==> config.mk <==
export PLATFORM = sky130hd
export DESIGN_NAME = fft_agu_ctrl_flat
export DESIGN_NICKNAME = d
export VERILOG_FILES = /design/src/rtl/fft_agu_ctrl_if.sv /design/src/rtl/fft_agu_ctrl.sv /design/src/flat_wrapper.sv
export SDC_FILE = /design/constraint.sdc
export NUM_CORES = 1
export LEC_CHECK = 0
export BUFFER_PORTS_ARGS = -buffer_cell sky130_fd_sc_hd__buf_2
export CAP_MARGIN = 10
export CORE_MARGIN = 5
export CORE_UTILIZATION = 59
export CTS_BUF_LIST = sky130_fd_sc_hd__clkbuf_4
export DETAILED_ROUTE_END_ITERATION = 6
export GPL_TIMING_DRIVEN = 1
export PLACE_DENSITY = 0.81
export SYNTH_ARGS = -nofsm -noshare
export SYNTH_HDL_FRONTEND = slang
export SYNTH_SLANG_ARGS = --single-unit
==> constraint.sdc <==
create_clock -name clk -period 4.2 [get_ports clk]
set_clock_uncertainty 0.2 [all_clocks]
set_input_delay 1.05 -clock clk [delete_from_list [all_inputs] [get_ports clk]]
set_output_delay 1.05 -clock clk [all_outputs]
set_load 0.02 [all_outputs]
==> src/rtl/fft_agu_ctrl_if.sv <==
// Control and memory-address bundle of the radix-2 FFT address-generation unit.
// The stall input exists only when FFT_AGU_STALL_EN is defined.
interface fft_agu_ctrl_if #(parameter int M = 9);
  logic         start;
`ifdef FFT_AGU_STALL_EN
  logic         stall;
`endif
  logic         busy;
  logic         done;
  logic         rd_en;
  logic [M-1:0] rd_addr_a;
  logic [M-1:0] rd_addr_b;
  logic [M-2:0] twiddle_addr;
  logic         wr_en;
  logic [M-1:0] wr_addr_a;
  logic [M-1:0] wr_addr_b;
  logic         rd_bank;
  logic         result_bank;
  logic [1:0]   state_dbg;

  modport master (
    input  start,
`ifdef FFT_AGU_STALL_EN
    input  stall,
`endif
    output busy, done, rd_en, rd_addr_a, rd_addr_b, twiddle_addr,
           wr_en, wr_addr_a, wr_addr_b, rd_bank, result_bank, state_dbg
  );

  modport slave (
    output start,
`ifdef FFT_AGU_STALL_EN
    output stall,
`endif
    input  busy, done, rd_en, rd_addr_a, rd_addr_b, twiddle_addr,
           wr_en, wr_addr_a, wr_addr_b, rd_bank, result_bank, state_dbg
  );
endinterface

==> src/rtl/fft_agu_ctrl.sv <==
// Address generator and ping-pong bank scheduler for an in-place radix-2 N-point FFT.
// Optional feature macro: FFT_AGU_STALL_EN (adds a stall input that freezes butterfly issue).
module fft_agu_ctrl #(
  parameter int N        = 512,
  parameter int M        = 9,
  parameter int BFLY_LAT = 4
) (
  input  logic           clk,
  input  logic           reset_n,
  fft_agu_ctrl_if.master bus
);

  localparam int SW = $clog2(M);
  localparam int LW = (BFLY_LAT > 1) ? $clog2(BFLY_LAT) : 1;
  localparam logic [M-2:0] BFLY_LAST  = (M-1)'(N/2 - 1);
  localparam logic [SW-1:0] STAGE_LAST = SW'(M - 1);
  localparam logic [LW-1:0] DRAIN_LAST = LW'(BFLY_LAT - 1);

  typedef enum logic [1:0] {
    IDLE   = 2'd0,
    RUN    = 2'd1,
    DRAIN  = 2'd2,
    FINISH = 2'd3
  } state_e;

  // Handshake: start is a one-cycle request honoured only in IDLE; busy is high
  // from the cycle after acceptance through the done pulse. rd_en / wr_en are
  // single-cycle strobes qualifying the address buses they accompany, with no
  // back-pressure from the RAMs.
  state_e                     state_q, state_d;
  logic [M-2:0]               bfly_q, bfly_d;
  logic [SW-1:0]              stage_q, stage_d;
  logic [LW-1:0]              drain_q, drain_d;
  logic                       rd_bank_q, rd_bank_d;
  logic                       result_bank_q, result_bank_d;
  logic [BFLY_LAT-1:0]        dl_vld_q, dl_vld_d;
  logic [BFLY_LAT-1:0][M-1:0] dl_a_q, dl_a_d;
  logic [BFLY_LAT-1:0][M-1:0] dl_b_q, dl_b_d;

  logic                       stall_w;
  logic                       issue;
  logic [M-1:0]               rd_a, rd_b;
  logic [M-2:0]               tw;
  logic [2*M-3:0]             tw_mask;

`ifdef FFT_AGU_STALL_EN
  assign stall_w = bus.stall;
`else
  assign stall_w = 1'b0;
`endif

  function automatic logic [M-1:0] rotl(input logic [M-1:0] x, input logic [SW-1:0] s);
    logic [SW:0] rs;
    rs = (SW+1)'(M) - {1'b0, s};
    return (x << s) | (x >> rs);
  endfunction

  assign issue = (state_q == RUN) && !stall_w;

  // Stage s pairs indices differing in bit s: a stage-0 style pair rotated left by s.
  always_comb begin
    rd_a    = '0;
    rd_b    = '0;
    tw      = '0;
    tw_mask = {{(M-1){1'b0}}, {(M-1){1'b1}}} << (STAGE_LAST - stage_q);
    if (issue) begin
      rd_a = rotl({bfly_q, 1'b0}, stage_q);
      rd_b = rotl({bfly_q, 1'b1}, stage_q);
      tw   = bfly_q & tw_mask[M-2:0];
    end
  end

  // Bubbles push zeros, so the write side reads all-zero whenever wr_en is low.
  always_comb begin
    dl_vld_d    = '0;
    dl_a_d      = '0;
    dl_b_d      = '0;
    dl_vld_d[0] = issue;
    dl_a_d[0]   = rd_a;
    dl_b_d[0]   = rd_b;
    for (int i = 1; i < BFLY_LAT; i++) begin
      dl_vld_d[i] = dl_vld_q[i-1];
      dl_a_d[i]   = dl_a_q[i-1];
      dl_b_d[i]   = dl_b_q[i-1];
    end
  end

  always_comb begin
    state_d       = state_q;
    bfly_d        = bfly_q;
    stage_d       = stage_q;
    drain_d       = drain_q;
    rd_bank_d     = rd_bank_q;
    result_bank_d = result_bank_q;
    unique case (state_q)
      IDLE: begin
        if (bus.start) begin
          state_d   = RUN;
          bfly_d    = '0;
          stage_d   = '0;
          rd_bank_d = 1'b0;
        end
      end
      RUN: begin
        if (issue) begin
          bfly_d = bfly_q + (M-1)'(1);
          if (bfly_q == BFLY_LAST) begin
            state_d = DRAIN;
            drain_d = '0;
          end
        end
      end
      DRAIN: begin
        // Leave once the stage's last write is on the outputs, so stages never overlap.
        if (drain_q == DRAIN_LAST) begin
          if (stage_q == STAGE_LAST) begin
            state_d       = FINISH;
            result_bank_d = ~rd_bank_q;
          end else begin
            state_d   = RUN;
            stage_d   = stage_q + SW'(1);
            rd_bank_d = ~rd_bank_q;
            bfly_d    = '0;
          end
        end else begin
          drain_d = drain_q + LW'(1);
        end
      end
      FINISH: state_d = IDLE;
      default: state_d = IDLE;
    endcase
  end

  always_ff @(posedge clk or negedge reset_n) begin
    if (!reset_n) begin
      state_q       <= IDLE;
      bfly_q        <= '0;
      stage_q       <= '0;
      drain_q       <= '0;
      rd_bank_q     <= 1'b0;
      result_bank_q <= 1'b0;
      dl_vld_q      <= '0;
      dl_a_q        <= '0;
      dl_b_q        <= '0;
    end else begin
      state_q       <= state_d;
      bfly_q        <= bfly_d;
      stage_q       <= stage_d;
      drain_q       <= drain_d;
      rd_bank_q     <= rd_bank_d;
      result_bank_q <= result_bank_d;
      dl_vld_q      <= dl_vld_d;
      dl_a_q        <= dl_a_d;
      dl_b_q        <= dl_b_d;
    end
  end

  assign bus.busy         = (state_q != IDLE);
  assign bus.done         = (state_q == FINISH);
  assign bus.rd_en        = issue;
  assign bus.rd_addr_a    = rd_a;
  assign bus.rd_addr_b    = rd_b;
  assign bus.twiddle_addr = tw;
  assign bus.wr_en        = dl_vld_q[BFLY_LAT-1];
  assign bus.wr_addr_a    = dl_a_q[BFLY_LAT-1];
  assign bus.wr_addr_b    = dl_b_q[BFLY_LAT-1];
  assign bus.rd_bank      = rd_bank_q;
  assign bus.result_bank  = result_bank_q;
  assign bus.state_dbg    = state_q;

endmodule
==> src/flat_wrapper.sv <==
// flat-port wrapper written by rule: the top's interface ports become plain ports
module fft_agu_ctrl_flat 
#(
  parameter int N        = 512,
  parameter int M        = 9,
  parameter int BFLY_LAT = 4
)
  (clk, reset_n, bus_start, bus_busy, bus_done, bus_rd_en, bus_rd_addr_a, bus_rd_addr_b, bus_twiddle_addr, bus_wr_en, bus_wr_addr_a, bus_wr_addr_b, bus_rd_bank, bus_result_bank, bus_state_dbg);
  fft_agu_ctrl_if #(.M(M)) bus_i ();
  input  logic clk;
  input  logic reset_n;
  input wire logic [$bits(bus_i.start)-1:0] bus_start;
  output wire logic [$bits(bus_i.busy)-1:0] bus_busy;
  output wire logic [$bits(bus_i.done)-1:0] bus_done;
  output wire logic [$bits(bus_i.rd_en)-1:0] bus_rd_en;
  output wire logic [$bits(bus_i.rd_addr_a)-1:0] bus_rd_addr_a;
  output wire logic [$bits(bus_i.rd_addr_b)-1:0] bus_rd_addr_b;
  output wire logic [$bits(bus_i.twiddle_addr)-1:0] bus_twiddle_addr;
  output wire logic [$bits(bus_i.wr_en)-1:0] bus_wr_en;
  output wire logic [$bits(bus_i.wr_addr_a)-1:0] bus_wr_addr_a;
  output wire logic [$bits(bus_i.wr_addr_b)-1:0] bus_wr_addr_b;
  output wire logic [$bits(bus_i.rd_bank)-1:0] bus_rd_bank;
  output wire logic [$bits(bus_i.result_bank)-1:0] bus_result_bank;
  output wire logic [$bits(bus_i.state_dbg)-1:0] bus_state_dbg;
  assign bus_i.start = bus_start;
  assign bus_busy = bus_i.busy;
  assign bus_done = bus_i.done;
  assign bus_rd_en = bus_i.rd_en;
  assign bus_rd_addr_a = bus_i.rd_addr_a;
  assign bus_rd_addr_b = bus_i.rd_addr_b;
  assign bus_twiddle_addr = bus_i.twiddle_addr;
  assign bus_wr_en = bus_i.wr_en;
  assign bus_wr_addr_a = bus_i.wr_addr_a;
  assign bus_wr_addr_b = bus_i.wr_addr_b;
  assign bus_rd_bank = bus_i.rd_bank;
  assign bus_result_bank = bus_i.result_bank;
  assign bus_state_dbg = bus_i.state_dbg;
  fft_agu_ctrl #(.N(N), .M(M), .BFLY_LAT(BFLY_LAT)) u_core (.clk(clk), .reset_n(reset_n), .bus(bus_i));
endmodule
==> results of run 1 <==
==> repair_timing <==
item | 4_1_cts | 5_1_grt
endpoints found under the setup margin | 1 | 3
resized for setup | 1 | 1
gates cloned | 0 | 0
pin swaps | 0 | 0
==> layer usage <==
| layer | up-vias | part of all wire, % | track usage, % |
|---|---|---|---|
| li1 | 1286 | - | - |
| met1 | 1370 | 44 | 25.3 |
| met2 | 77 | 49 | 31.4 |
| met3 | 7 | 5.3 | 4.42 |
| met4 | 0 | 1.2 | 6.35 |
| met5 | - | 0 | 0 |
==> synthesized netlist by cell type (2+ instances only) <==
cell                        count
sky130_fd_sc_hd__a221oi_1       2
sky130_fd_sc_hd__buf_1          2
sky130_fd_sc_hd__nand2b_1       6
sky130_fd_sc_hd__o21ai_0       19
sky130_fd_sc_hd__mux2_2         7
sky130_fd_sc_hd__a21oi_1        5
sky130_fd_sc_hd__o32ai_1        2
sky130_fd_sc_hd__ha_1          14
sky130_fd_sc_hd__nand2_1       33
sky130_fd_sc_hd__nor3b_1        3
sky130_fd_sc_hd__or2_2          2
sky130_fd_sc_hd__a21boi_0       7
sky130_fd_sc_hd__clkinv_1       2
sky130_fd_sc_hd__nor2b_1        4
sky130_fd_sc_hd__nor2_1        20
sky130_fd_sc_hd__buf_4         18
sky130_fd_sc_hd__and3_1         3
sky130_fd_sc_hd__buf_2          3
sky130_fd_sc_hd__o31ai_1        2
sky130_fd_sc_hd__mux4_2         4
sky130_fd_sc_hd__o21ai_1        2
sky130_fd_sc_hd__a2bb2oi_1      3
sky130_fd_sc_hd__or3_1          2
sky130_fd_sc_hd__o22ai_1        2
sky130_fd_sc_hd__nand3_1        6
sky130_fd_sc_hd__nor4b_1        2
sky130_fd_sc_hd__a31oi_1        3
sky130_fd_sc_hd__nor3_1         5
sky130_fd_sc_hd__inv_1          9
sky130_fd_sc_hd__clkbuf_1      15
sky130_fd_sc_hd__o21a_1         8
sky130_fd_sc_hd__nor4_1         2
sky130_fd_sc_hd__dfrtp_1       94
sky130_fd_sc_hd__a22o_1         4
sky130_fd_sc_hd__and2_1         3
sky130_fd_sc_hd__mux2i_1       11
==> cell type report <==
type                    count  area share, %
well taps                  96           2.68
flip-flops and latches     94           52.5
clock inverters             6           1.53
multi-input cells         210           33.5
inverters                  11          0.921
clock buffers               9           1.51
repair buffers             59           7.36
==> critical path: stages, from the launching register on <==
cell and delay [ps]:
sky130_fd_sc_hd__dfrtp_2 560, sky130_fd_sc_hd__inv_1 160, sky130_fd_sc_hd__ha_1 290, sky130_fd_sc_hd__and4bb_2 280, sky130_fd_sc_hd__o21bai_1 380, sky130_fd_sc_hd__a2bb2oi_1 280
sky130_fd_sc_hd__a21boi_0 150, sky130_fd_sc_hd__buf_2 190
==> registers in the layout (all words and copies together), names as in the netlist, 2 cells and up <==
| name | count |
|---|---|
| u_core.bfly_q | 8 |
| u_core.bus.state_dbg | 2 |
| u_core.bus.wr_addr_a | 9 |
| u_core.bus.wr_addr_b | 9 |
| u_core.dl_a_d | 27 |
| u_core.dl_b_d | 27 |
| u_core.dl_vld_q | 4 |
| u_core.drain_q | 2 |
| u_core.stage_q | 4 |
==> where the power goes <==
group / internal (uW) / switching [uW] / total [uW]
sequential: 1060 / 114 / 1170
combinational: 379 / 663 / 1040
clock: 184 / 298 / 482
total: 1620 / 1080 / 2690
==> kinds of logic after synthesis <==
| group | Yosys count |
|---|---|
| simple gates | 99 |
| flops | 94 |
| compound gates | 73 |
| buf+inv | 49 |
| mux | 23 |
| fa+ha+maj | 14 |
| xor+xnor | 1 |
==> worst paths after layout <==
kind / start / endpoint / slack, ps / depth (start not counted)
hold / removal: u_core.dl_a_d[25] / u_core.dl_a_d[34] / 160 / 0
setup reg to reg: u_core.stage_q[0] / u_core.stage_q[2] / 1510 / 6
hold reg to reg: u_core.dl_a_d[25] / u_core.dl_a_d[34] / 160 / 0
setup / recovery: u_core.stage_q[2] / bus_rd_addr_b[6] / 240 / 7
min in group asynchronous: reset_n / u_core.dl_b_d[31] / 390 / 1
max in group asynchronous: reset_n / u_core.dl_b_d[15] / 2790 / 2
==> through the flow <==
| step | cells | setup slack [ps] | area, sq um |
|---|---|---|---|
| 3_3_place_gp | 469 | 599 | 4320 |
| 3_5_place_dp | 469 | 492 | 4320 |
| 4_1_cts | 484 | 185 | 4460 |
| 2_1_floorplan | 353 | 576 | 4110 |
| 5_1_grt | 485 | 53.4 | 4490 |
| 6_report | 485 | 239 | 4490 |
==> impl_metrics.csv, run 1 <==
group,metric,value,unit
status,outcome,"completed",
cts,cts_root_buffer,"sky130_fd_sc_hd__clkbuf_4",
placed_design,io_buffer_count,54,
sta,clock.fmax,252,MHz
pwr,total_power_per_unit_cell_area,601,nW/um^2
cts,h_tree_depth,3,
sta,grt_setup_unrepaired,"no",
floorplanning,die-area,8740,sq um
synthesis,synthCells,353,
sta,setup-violations-final,0,
cts,cts_inserted_buffers,9,
sta,final-max-slew-violation-count,0,
synthesis,netlist.area_leader.share,57.2,%
detailed_routing,dr.first_iter.drc_count,142,
setup_path,crit_path_max_fanout,17,
floorplanning,num_io_pins,55,
setup_path,start_kind,"flop",
grt,number_of_antenna_violations_at_the_first_check_in_global_routing,0,
synthesis,synthesis.yosys.warnings,0,
grt,vias_in_the_first_global_route,2659,
final_layout,post_route_cells_drive_above_1_share,24.2,%
synthesis,ys_ff_latch,94,
synthesis,synth-compound-area-share,12.3,%
synthesis,synth_mux_area_share,7.43,%
detailed_routing,antenna_violating_nets_left,0,
detailed_routing,post-route-drc-count,0,
synthesis,synth.yosys.seq_area_share,57.2,%
synthesis,synth_area,4110,sq um
sta,tightest_slew,942,ps
setup_path,timing.critical_path.required,2950,ps
pwr,finalPower,2690,uW
grt,pin_count_of_the_biggest_net_entering_global_routing,95,
detailed_routing,detail_route.vias_per_cell,5.65,
detailed_routing,drtPass1Iterations,4,
synthesis,synth.top_cells.by_area,"sky130_fd_sc_hd__dfrtp_1, sky130_fd_sc_hd__ha_1, sky130_fd_sc_hd__buf_4",
final_layout,post_route_core_utilization,66.0,%
synthesis,yosys.area_share.adder,4.26,%
cts,post_cts_hold_buffers,0,
final_layout,most-common-layout-cells,"sky130_fd_sc_hd__dfrtp_1, sky130_fd_sc_hd__buf_2, sky130_fd_sc_hd__nand2_1, sky130_fd_sc_hd__nor2_1, sky130_fd_sc_hd__o21ai_0",
final_layout,commonest_non_fill_non_tap_cell_in_the_layout,"sky130_fd_sc_hd__dfrtp_1",
grt,grt_usage,19.2,%
setup_path,endpoint_arrival_time_on_the_critical_path,2710,ps
placed_design,dp.final_hpwl,5260,um
floorplanning,fp.dieW,93.5,um
setup_path,critical_path_class,"reg -> out",
floorplanning,floorplan.rows,30,
sta,fin_crit_sh,94.3,%
synthesis,yosysUniqueCellTypes,60,
synthesis,synth_area_leader_cell,"sky130_fd_sc_hd__dfrtp_1",
grt,grt_remaining_overflow,0,
final_layout,num_antenna_cells,0,
sta,period_minus_slack,3960,ps
floorplanning,die_h,93.5,um
synthesis,synth_top_family_by_area,"simple AND/OR/NAND/NOR gates",
floorplanning,core_area,6790,sq um
floorplanning,initial_util,60.5,%
final_layout,regArea,2350,sq um
grt,grt_first_pass_wirelength,13100,um
cts,clock_tree.buffer_depth,2,
job,maxCapViolCount,0,
setup_path,endpoint_kind,"output port",
final_layout,area_growth_syn_to_layout,9.10,%
placed_design,place.gp.congestion,0.868,
sta,finalHoldViolCount,0,
synthesis,synth_area_in_simple_gates,12.4,%
final_layout,area_of_the_multi_input_gates,1500,sq um
cts,insertion_delay_to_the_later_sink_of_the_worst_skew_pair,420,ps
detailed_routing,detail_route.wl_per_cell,16.5,um
final_layout,nNetsFinal,402,
detailed_routing,drt-total-wl,8000,um
pwr,vdd.ir_drop.worst,0.509,mV
cts,cts_setup_buffers,0,
synthesis,synth_fp_nets,370,
cts,tritoncts_clock_tree,"done",
synthesis,leading_register_cell_type_out_of_synthesis,"sky130_fd_sc_hd__dfrtp_1",
synthesis,synth-xor-area-share,0.213,%
sta,timing.max_slew.rel_slack,36.6,%
final_layout,num-fill-cells,524,
cts,clk_pin_slew_worst_paths,140,ps
sta,setup_tns,0,ps
synthesis,synth_edf_count,0,
pwr,p_leak,0.00223,uW
cts,tritoncts_num_sinks,94,
detailed_routing,detailroute.via_count,2740,
worst_hold_path,hold_path.class,"reg -> reg",
sta,finalHoldWorstSlack,157,ps
synthesis,synth_area_per_cell,11.6,sq um
synthesis,asyncSetResetFlopFracSynth,100,%
(Power assumes the default switching activity.)
==> run 2, diff against run 1 <==
--- a/config.mk
+++ b/config.mk
@@ -5,6 +5,7 @@
 export SDC_FILE = /design/constraint.sdc
 export NUM_CORES = 1
 export LEC_CHECK = 0
+export ABC_AREA = 1
 export BUFFER_PORTS_ARGS = -buffer_cell sky130_fd_sc_hd__buf_2
 export CAP_MARGIN = 10
 export CORE_MARGIN = 5
==> impl_metrics.csv, run 2 <==
group,metric,value,unit
status,outcome,"completed",
setup_path,start_kind,"flop",
grt,grt_first_pass_wirelength,12400,um
final_layout,num-fill-cells,546,
sta,fin_crit_sh,94.2,%
pwr,total_power_per_unit_cell_area,597,nW/um^2
placed_design,dp.final_hpwl,5140,um
setup_path,cpPeakStageDelay,740,ps
detailed_routing,detail_route.wl_per_cell,12.9,um
final_layout,post_route_cells_drive_above_1_share,25.0,%
cts,tritoncts_clock_tree,"done",
detailed_routing,dr.first_iter.drc_count,279,
floorplanning,floorplan.rows,30,
sta,final-max-slew-violation-count,0,
final_layout,commonest_non_fill_non_tap_cell_in_the_layout,"sky130_fd_sc_hd__nand2_1",
detailed_routing,drt-total-wl,7110,um
setup_path,cp_common_cell,"sky130_fd_sc_hd__ha_1",
setup_path,critPathTopFamily,"flip-flops",
sta,setup-violations-final,0,
sta,period_minus_slack,3960,ps
synthesis,synth_edf_count,0,
synthesis,synth.yosys.seq_area_share,57.4,%
pwr,p_leak,0.00254,uW
final_layout,area_growth_syn_to_layout,8.45,%
synthesis,yosysUniqueCellTypes,31,
final_layout,nNetsFinal,468,
grt,grt_usage,18.2,%
final_layout,num_antenna_cells,0,
setup_path,crit_cells,6,
synthesis,synth_fp_nets,431,
sta,finalHoldWorstSlack,151,ps
final_layout,most-common-layout-cells,"sky130_fd_sc_hd__nand2_1, sky130_fd_sc_hd__dfrtp_1, sky130_fd_sc_hd__buf_2, sky130_fd_sc_hd__inv_1, sky130_fd_sc_hd__nand3_1",
synthesis,ys_ff_latch,94,
cts,cts_setup_buffers,0,
synthesis,synth_area_per_cell,9.90,sq um
cts,tritoncts_num_sinks,94,
setup_path,crit_path_max_fanout,19,
cts,clock_tree.buffer_depth,2,
synthesis,synthCells,414,
floorplanning,core_area,6790,sq um
synthesis,netlist.area_leader.share,57.4,%
setup_path,minimum_setup_slack_among_reg_to_reg_paths,1880,ps
cts,clk_pin_slew_worst_paths,150,ps
placed_design,io_buffer_count,54,
floorplanning,fp.dieW,93.4,um
setup_path,reg2reg_depth,10,
sta,finalHoldViolCount,0,
cts,cts_root_buffer,"sky130_fd_sc_hd__clkbuf_4",
grt,vias_in_the_first_global_route,2637,
worst_hold_path,timing.hold.worst.start,"u_core.dl_b_d[33]",
sta,setup_tns,0,ps
job,maxCapViolCount,0,
setup_path,endpoint_arrival_time_on_the_critical_path,2710,ps
sta,tightest_slew,724,ps
cts,cts_inserted_buffers,9,
setup_path,timing.critical_path.required,2950,ps
setup_path,rr_startpoint,"u_core.stage_q[1]",
setup_path,critical_path_class,"reg -> out",
synthesis,leading_register_cell_type_out_of_synthesis,"sky130_fd_sc_hd__dfrtp_1",
setup_path,worst-path-buf-inv,2,
cts,insertion_delay_to_the_later_sink_of_the_worst_skew_pair,440,ps
floorplanning,num_io_pins,55,
grt,pin_count_of_the_biggest_net_entering_global_routing,95,
setup_path,crit-reg2reg-capture,"u_core.dl_b_d[10]",
synthesis,asyncSetResetFlopFracSynth,100,%
sta,clock.fmax,253,MHz
setup_path,setup.worst_path.end,"bus_twiddle_addr[2]",
pwr,vdd.ir_drop.worst,0.390,mV
detailed_routing,antenna_violating_nets_left,0,
detailed_routing,detail_route.vias_per_cell,5.04,
worst_hold_path,hold_path.class,"reg -> reg",
sta,timing.max_slew.rel_slack,51.5,%
detailed_routing,drtPass1Iterations,5,
setup_path,endpoint_kind,"output port",
setup_path,critical_path.cell_chain,"inv_2 > ha_1 > ha_1 > or2_1 > nor3_2 > buf_2",
synthesis,synthesis.yosys.warnings,0,
floorplanning,die_h,93.4,um
grt,number_of_antenna_violations_at_the_first_check_in_global_routing,0,
detailed_routing,detailroute.via_count,2781,
synthesis,synth_area_leader_cell,"sky130_fd_sc_hd__dfrtp_1",
grt,grt_remaining_overflow,0,
synthesis,synth_most_common_cell,"sky130_fd_sc_hd__nand2_1",
floorplanning,die-area,8720,sq um
cts,h_tree_depth,3,
synthesis,synth_area,4100,sq um
pwr,finalPower,2650,uW
sta,grt_setup_unrepaired,"no",
detailed_routing,post-route-drc-count,0,
setup_path,worst_setup_path_startpoint,"u_core.stage_q[0]",
synthesis,ys_top_cells_by_count,"sky130_fd_sc_hd__nand2_1, sky130_fd_sc_hd__dfrtp_1, sky130_fd_sc_hd__inv_1",
placed_design,place.gp.congestion,1.02,
floorplanning,initial_util,60.3,%
setup_path,slowest_stage,"sky130_fd_sc_hd__dfrtp_1",
synthesis,synth.top_cells.by_area,"sky130_fd_sc_hd__dfrtp_1, sky130_fd_sc_hd__nand2_1, sky130_fd_sc_hd__ha_1",
## run 2: cell types whose count changed in the layout (fill, tap and decap cells not counted), moves of 8 or more
cell / change
sky130_fd_sc_hd__nand3_1: +29
sky130_fd_sc_hd__mux2i_1: -11
sky130_fd_sc_hd__inv_1: +31
sky130_fd_sc_hd__nand2_1: +73
sky130_fd_sc_hd__o21ai_2: +8
sky130_fd_sc_hd__nand2_2: +8
## run 2: power by group
| group | switching, uW | total [uW] | internal [uW] |
|---|---|---|---|
| sequential | 95.3 | 1160 | 1070 |
| combinational | 691 | 991 | 300 |
| clock | 307 | 498 | 191 |
## run 2: per-layer routing
layer	GRT usage, %	wire [um]	vias up
met5	0	0	-
met2	27.2	3410	106
li1	-	-	1373
met3	4.67	425	14
met1	25.5	3160	1288
met4	7.08	120	0
## run 2: worst min path at each step
stage                              endpoint  slack, ps  cells past startpoint
global placement          u_core.dl_b_d[33]        130                      0
floorplan           u_core.bus.wr_addr_a[0]        130                      0
global route        u_core.bus.wr_addr_b[6]        150                      0
detailed placement  u_core.bus.wr_addr_a[8]        130                      0
CTS                 u_core.bus.wr_addr_b[6]        150                      0
finish              u_core.bus.wr_addr_b[6]        150                      0
## run 2: cell families after synthesis
| family | after synthesis | synth area share (%) |
|---|---|---|
| adder cells (fa/ha/maj) | 14 | 4.27 |
| AO/OA/AOI/OAI | 41 | 6.01 |
| flip-flops | 94 | 57.4 |
| buffers and inverters | 77 | 10.1 |
| AND/OR/NAND/NOR | 188 | 22.3 |
## run 2: area by class of cell
cell class | count | area, sq um | area share, %
sequential | 94 | 2350 | 52.9
tap | 96 | 120 | 2.70
clock inverter | 7 | 81.3 | 1.83
clock buffer | 9 | 67.6 | 1.52
inverter | 47 | 181 | 4.08
timing repair buffer | 56 | 308 | 6.92
multi-input combinational | 243 | 1340 | 30.0
## run 2: per-stage QoR
stage / instances / instance area [sq um] / util (%) / setup WS (ps)
floorplan: 414 / 4100 / - / 1130
global placement: 535 / 4270 / 62.8 / 774
detailed placement: 535 / 4270 / 62.8 / 653
CTS: 551 / 4420 / 65.0 / 118
global route: 552 / 4450 / 65.5 / 20.5
finish: 552 / 4450 / 65.5 / 243
## run 2: timing repair
item | in CTS | in global routing
setup endpoints to repair | 0 | 14
hold buffers | 0 | 0
resized for setup | 0 | 1
hold endpoints to repair | 0 | 0
